==> src/rtl/fifo_drain_reader.sv <==
// Consumer-side FIFO reader: paces read strobes against the lagging empty/ale
// flags and forwards captured words through a 3-entry skid buffer.
module fifo_drain_reader #(
  parameter int DATA_WIDTH = 8,
  parameter int CNT_WIDTH  = 16
) (
  input  logic                  clk,
  input  logic                  reset,
  input  logic                  enable,
  input  logic                  empty,
  input  logic                  ale,
  input  logic [DATA_WIDTH-1:0] dout,
  output logic                  read,
  output logic [DATA_WIDTH-1:0] m_data,
  output logic                  m_valid,
  input  logic                  m_ready,
  output logic [CNT_WIDTH-1:0]  rd_count,
  output logic [1:0]            dbg_state,
  output logic [1:0]            dbg_occ
);

  // Stream handshake: m_valid/m_data are held stable until an edge where
  // m_valid and m_ready are both 1; that edge is the one and only transfer.

  typedef enum logic [1:0] {IDLE, BURST, SINGLE, GAP} state_t;

  state_t                state;
  state_t                state_next;
  logic                  read_next;
  logic                  inflight;
  logic [DATA_WIDTH-1:0] mem [0:2];
  logic [1:0]            head;
  logic [1:0]            tail;
  logic [1:0]            occ;
  logic [1:0]            occ_next;
  logic                  push;
  logic                  pop;
  logic                  space;
  logic                  go;

  // A word lands one edge after read was sampled, so inflight is the push.
  assign push     = inflight;
  assign pop      = m_valid & m_ready;
  assign occ_next = occ + {1'b0, push} - {1'b0, pop};
  // Count the word already on its way from the current strobe as well.
  assign space    = ({1'b0, occ_next} + {2'b00, read}) <= 3'd2;
  assign go       = enable & ~empty & space;

  assign m_valid   = (occ != 2'd0);
  assign m_data    = mem[head];
  assign dbg_state = state;
  assign dbg_occ   = occ;

  always_comb begin
    state_next = state;
    unique case (state)
      IDLE: begin
        if (go) state_next = ale ? SINGLE : BURST;
      end
      BURST: begin
        if (!(go && !ale)) state_next = GAP;
      end
      SINGLE:  state_next = GAP;
      GAP:     state_next = IDLE;
      default: state_next = IDLE;
    endcase
    read_next = (state_next == BURST) || (state_next == SINGLE);
  end

  always_ff @(posedge clk or negedge reset) begin
    if (!reset) begin
      state    <= IDLE;
      read     <= 1'b0;
      inflight <= 1'b0;
    end else begin
      state    <= state_next;
      read     <= read_next;
      inflight <= read;
    end
  end

  // Full buffer with simultaneous push and pop: the head slot is overwritten
  // exactly as it is consumed, so nothing is lost.
  always_ff @(posedge clk or negedge reset) begin
    if (!reset) begin
      mem[0]   <= '0;
      mem[1]   <= '0;
      mem[2]   <= '0;
      head     <= 2'd0;
      tail     <= 2'd0;
      occ      <= 2'd0;
      rd_count <= '0;
    end else begin
      if (push) begin
        mem[tail] <= dout;
        tail      <= (tail == 2'd2) ? 2'd0 : tail + 2'd1;
      end
      if (pop) begin
        head     <= (head == 2'd2) ? 2'd0 : head + 2'd1;
        rd_count <= rd_count + 1'b1;
      end
      occ <= occ_next;
    end
  end

endmodule

==> config.mk <==
export PLATFORM = sky130hd
export DESIGN_NAME = fifo_drain_reader
export DESIGN_NICKNAME = d
export VERILOG_FILES = /design/src/rtl/fifo_drain_reader.sv
export SDC_FILE = /design/constraint.sdc
export NUM_CORES = 1
export LEC_CHECK = 0
export ABC_AREA = 1
export BUFFER_PORTS_ARGS = -buffer_cell sky130_fd_sc_hd__clkbuf_2
export CAP_MARGIN = 5
export CORE_MARGIN = 2
export CORE_UTILIZATION = 55
export CTS_CLUSTER_SIZE = 12
export DETAILED_ROUTE_END_ITERATION = 10
export HOLD_SLACK_MARGIN = 0.12
export PLACE_DENSITY_LB_ADDON = 0.2
export SYNTH_ARGS = -nofsm -noshare
export SYNTH_HDL_FRONTEND = slang
export SYNTH_SLANG_ARGS = --single-unit
==> constraint.sdc <==
create_clock -name clk -period 3.11 [get_ports clk]
set_input_delay 0.1555 -clock clk [delete_from_list [all_inputs] [get_ports clk]]
set_output_delay 0.1555 -clock clk [all_outputs]
set_load 0.03 [all_outputs]
==> flow_summary.yaml <==
final_layout:
  regArea_mm2: 0.00125
  final_nets: 338
  fin_area_mm2: 0.00276
  nFillCells: 342
  antennaDiodeCount: 0
  fin_cells: 367
  area_delta_synth_final_pct: 18.9
  final_common_cell: "nand2_1"
  finish.utilization_pct: 68.6
  layout_common_cells: "84 x nand2_1, 50 x dfrtp_1, 43 x clkbuf_2"
  drive_gt1_share_pct: 21.1
  multiInputGateArea_um2: 941
floorplanning:
  die_h_um: 69.0
  die_w_um: 69.0
  io_pins: 44
  rows: 23
  dieArea_mm2: 0.00476
  initial_core_util_pct: 57.7
  core_mm2: 0.00403
clock_tree:
  cts_max_path_buffers: 2
  clk_latency_ns: 0.31
  ctsResizeCount: 0
  clock_sinks: 50
  cts_tree: "built"
  cts-root-buf: "clkbuf_8"
  htreeDepth: 2
  cts-buffers-inserted: 5
  clk_pin_slew_ns: 0.08
timing:
  rsz0062_at_grt: "false"
  min_period_over_period_pct: 83.7
  worst_slack_ns: 0.506
  setup_viol: 0
  period_needed_ns: 2.60
  worst_pin_slew_ns: 0.730
  finClkSkew_ns: 0.00749
  fmax_mhz: 384
  slew_headroom_pct: 51.1
  finalSetupTns_ns: 0
  drv_slew: 0
  finalHoldViolations: 0
global_route:
  grt_pass1_vias: 1771
  grt-ovfl-total: 0
  grt_pass1_wl_um: 7660
  track_usage_pct: 19.7
  antenna_found_initial: 0
  grt_max_degree: 32
critical_path:
  reg2reg_setup_slack_ns: 0.51
  critPathKind: "flip-flop to flip-flop"
  required_ns: 3.31
  path_max_fanout: 9
  arrival_ns: 2.80
  worstSetupStartpointType: "flip-flop"
  worst_r2r_path_depth: 20
  startpoint: "dbg_occ[1]$_DFF_PN0_"
  critPathCaptureType: "flip-flop"
  r2r_start: "dbg_occ[1]$_DFF_PN0_"
placed_design:
  place_ws_ns: 0.495
  placed_area_mm2: 0.00260
  dp_hpwl_um: 3100
  gp_congestion: 0.735
  dp.cells: 352
  io_buffers: 43
min_path:
  worstHoldStart: "dout[7]"
  min_path_type: "primary input to flip-flop"
  hold_path_depth: 3
logic_synthesis:
  synth_seq_cells: 50
  ys_types: 22
  yosys_warnings: 0
  yosysSeqAreaShare_pct: 53.8
  synth_edf_count: 0
  syn_inst: 261
  synth_area_per_cell_um2: 8.91
  synth-async-reset-ratio_pct: 100
  synth_fp_nets: 283
  netlist_area_mm2: 0.00232
  dominantRegCellSynth: "dfrtp_1"
route:
  wire_per_inst_um: 11.6
  dr.pass1.iters: 4
  drtIter0Drc: 68
  wl_um: 4240
  remaining_drc_errors: 0
  ant_nets: 0
  vias: 1801
  vias_per_cell: 4.91
status:
  status: "finished clean"
pwr:
  p_per_area_mw_per_mm2: 1060
  ir_worst_vdd_v: 0.000734
  power_leakage_uw: 0.00152
run:
  maxCapViolations: 0
-- where the power goes --
| group | switching, µW | internal (µW) |
|---|---|---|
| Sequential | 189 | 916 |
| Clock | 212 | 179 |
| Combinational | 958 | 464 |
| Total | 1360 | 1560 |
-- registers in the layout, indices dropped and copies added (netlist names) --
register / flops
read: 1
inflight: 1
tail: 2
dbg_occ: 2
rd_count: 16
mem: 24
dbg_state: 2
head: 2
-- cells in the mapped netlist (all sizes together), types with 3 or more instances --
master	number	area share (%)
nand2	88	16
dfrtp	50	54
inv	31	5.0
o21ai	29	6.2
nand3	17	4.1
nor2	11	2.6
xor2	9	3.4
ha	8	4.3
xnor2	6	2.3
nor3	4	0.86
clkbuf	3	0.48
-- final timing paths --
check,end
max,read$_DFF_PN0_
min,mem[7]$_DFFE_PN0P_
max reg2reg,read$_DFF_PN0_
min reg2reg,inflight$_DFF_PN0_
max in group asynchronous,rd_count[14]$_DFFE_PN0P_
min in group asynchronous,mem[10]$_DFFE_PN0P_
-- critical path: stages, from the launching register on --
cell and delay (ns):
dfrtp_1 0.42, inv_2 0.09, nand2_4 0.05, nand2_4 0.10, clkinv_2 0.13, ha_1 0.29, inv_1 0.04, ha_1 0.19
xor2_1 0.22, inv_1 0.09, ha_1 0.21, nor2_1 0.08, nand2_1 0.05, nand2_1 0.07, nand3_1 0.11, nand2_1 0.08
nand2_1 0.04, nand2_1 0.07, nand2_1 0.06, nand2_1 0.06, nand2_1 0.05
-- repair_timing --
item,in CTS,in global routing
hold buffers,7,0
buffers inserted,0,0
endpoints found under the hold margin,41,0
-- through the flow --
stage | hold WS (ns) | power (µW)
after floorplan | -0.140 | 2150
after global placement | 0.257 | 2490
after detailed placement | 0.259 | 2550
after CTS | 0.122 | 2950
after global routing | 0.156 | 3190
final | 0.123 | 2920
-- area by class of cell --
class | count | share of cell area (%)
sequential | 50 | 45.3
inverter | 32 | 4.39
tap | 50 | 2.26
timing repair buffer | 51 | 10.6
clock inverter | 2 | 0.453
multi-input combinational | 176 | 34.0
clock buffer | 6 | 2.99
-- routing by layer --
metal	up-vias	GRT usage (%)	share of wire, %
met5	-	0	0
met4	0	5.66	1.2
met3	6	4.97	4.7
met2	37	32.8	47
met1	829	25.4	47
li1	929	-	-
-- logic make-up after synthesis --
kind of cell | count (synthesis) | share of synthesized area, %
AO/OA/AOI/OAI | 30 | 6.57
XOR/XNOR | 15 | 5.65
adder cells (fa/ha/maj) | 8 | 4.31
buffers and inverters | 35 | 5.70
flip-flops | 50 | 53.8
AND/OR/NAND/NOR | 123 | 24.0
Power figures use the tool's default switching activity.
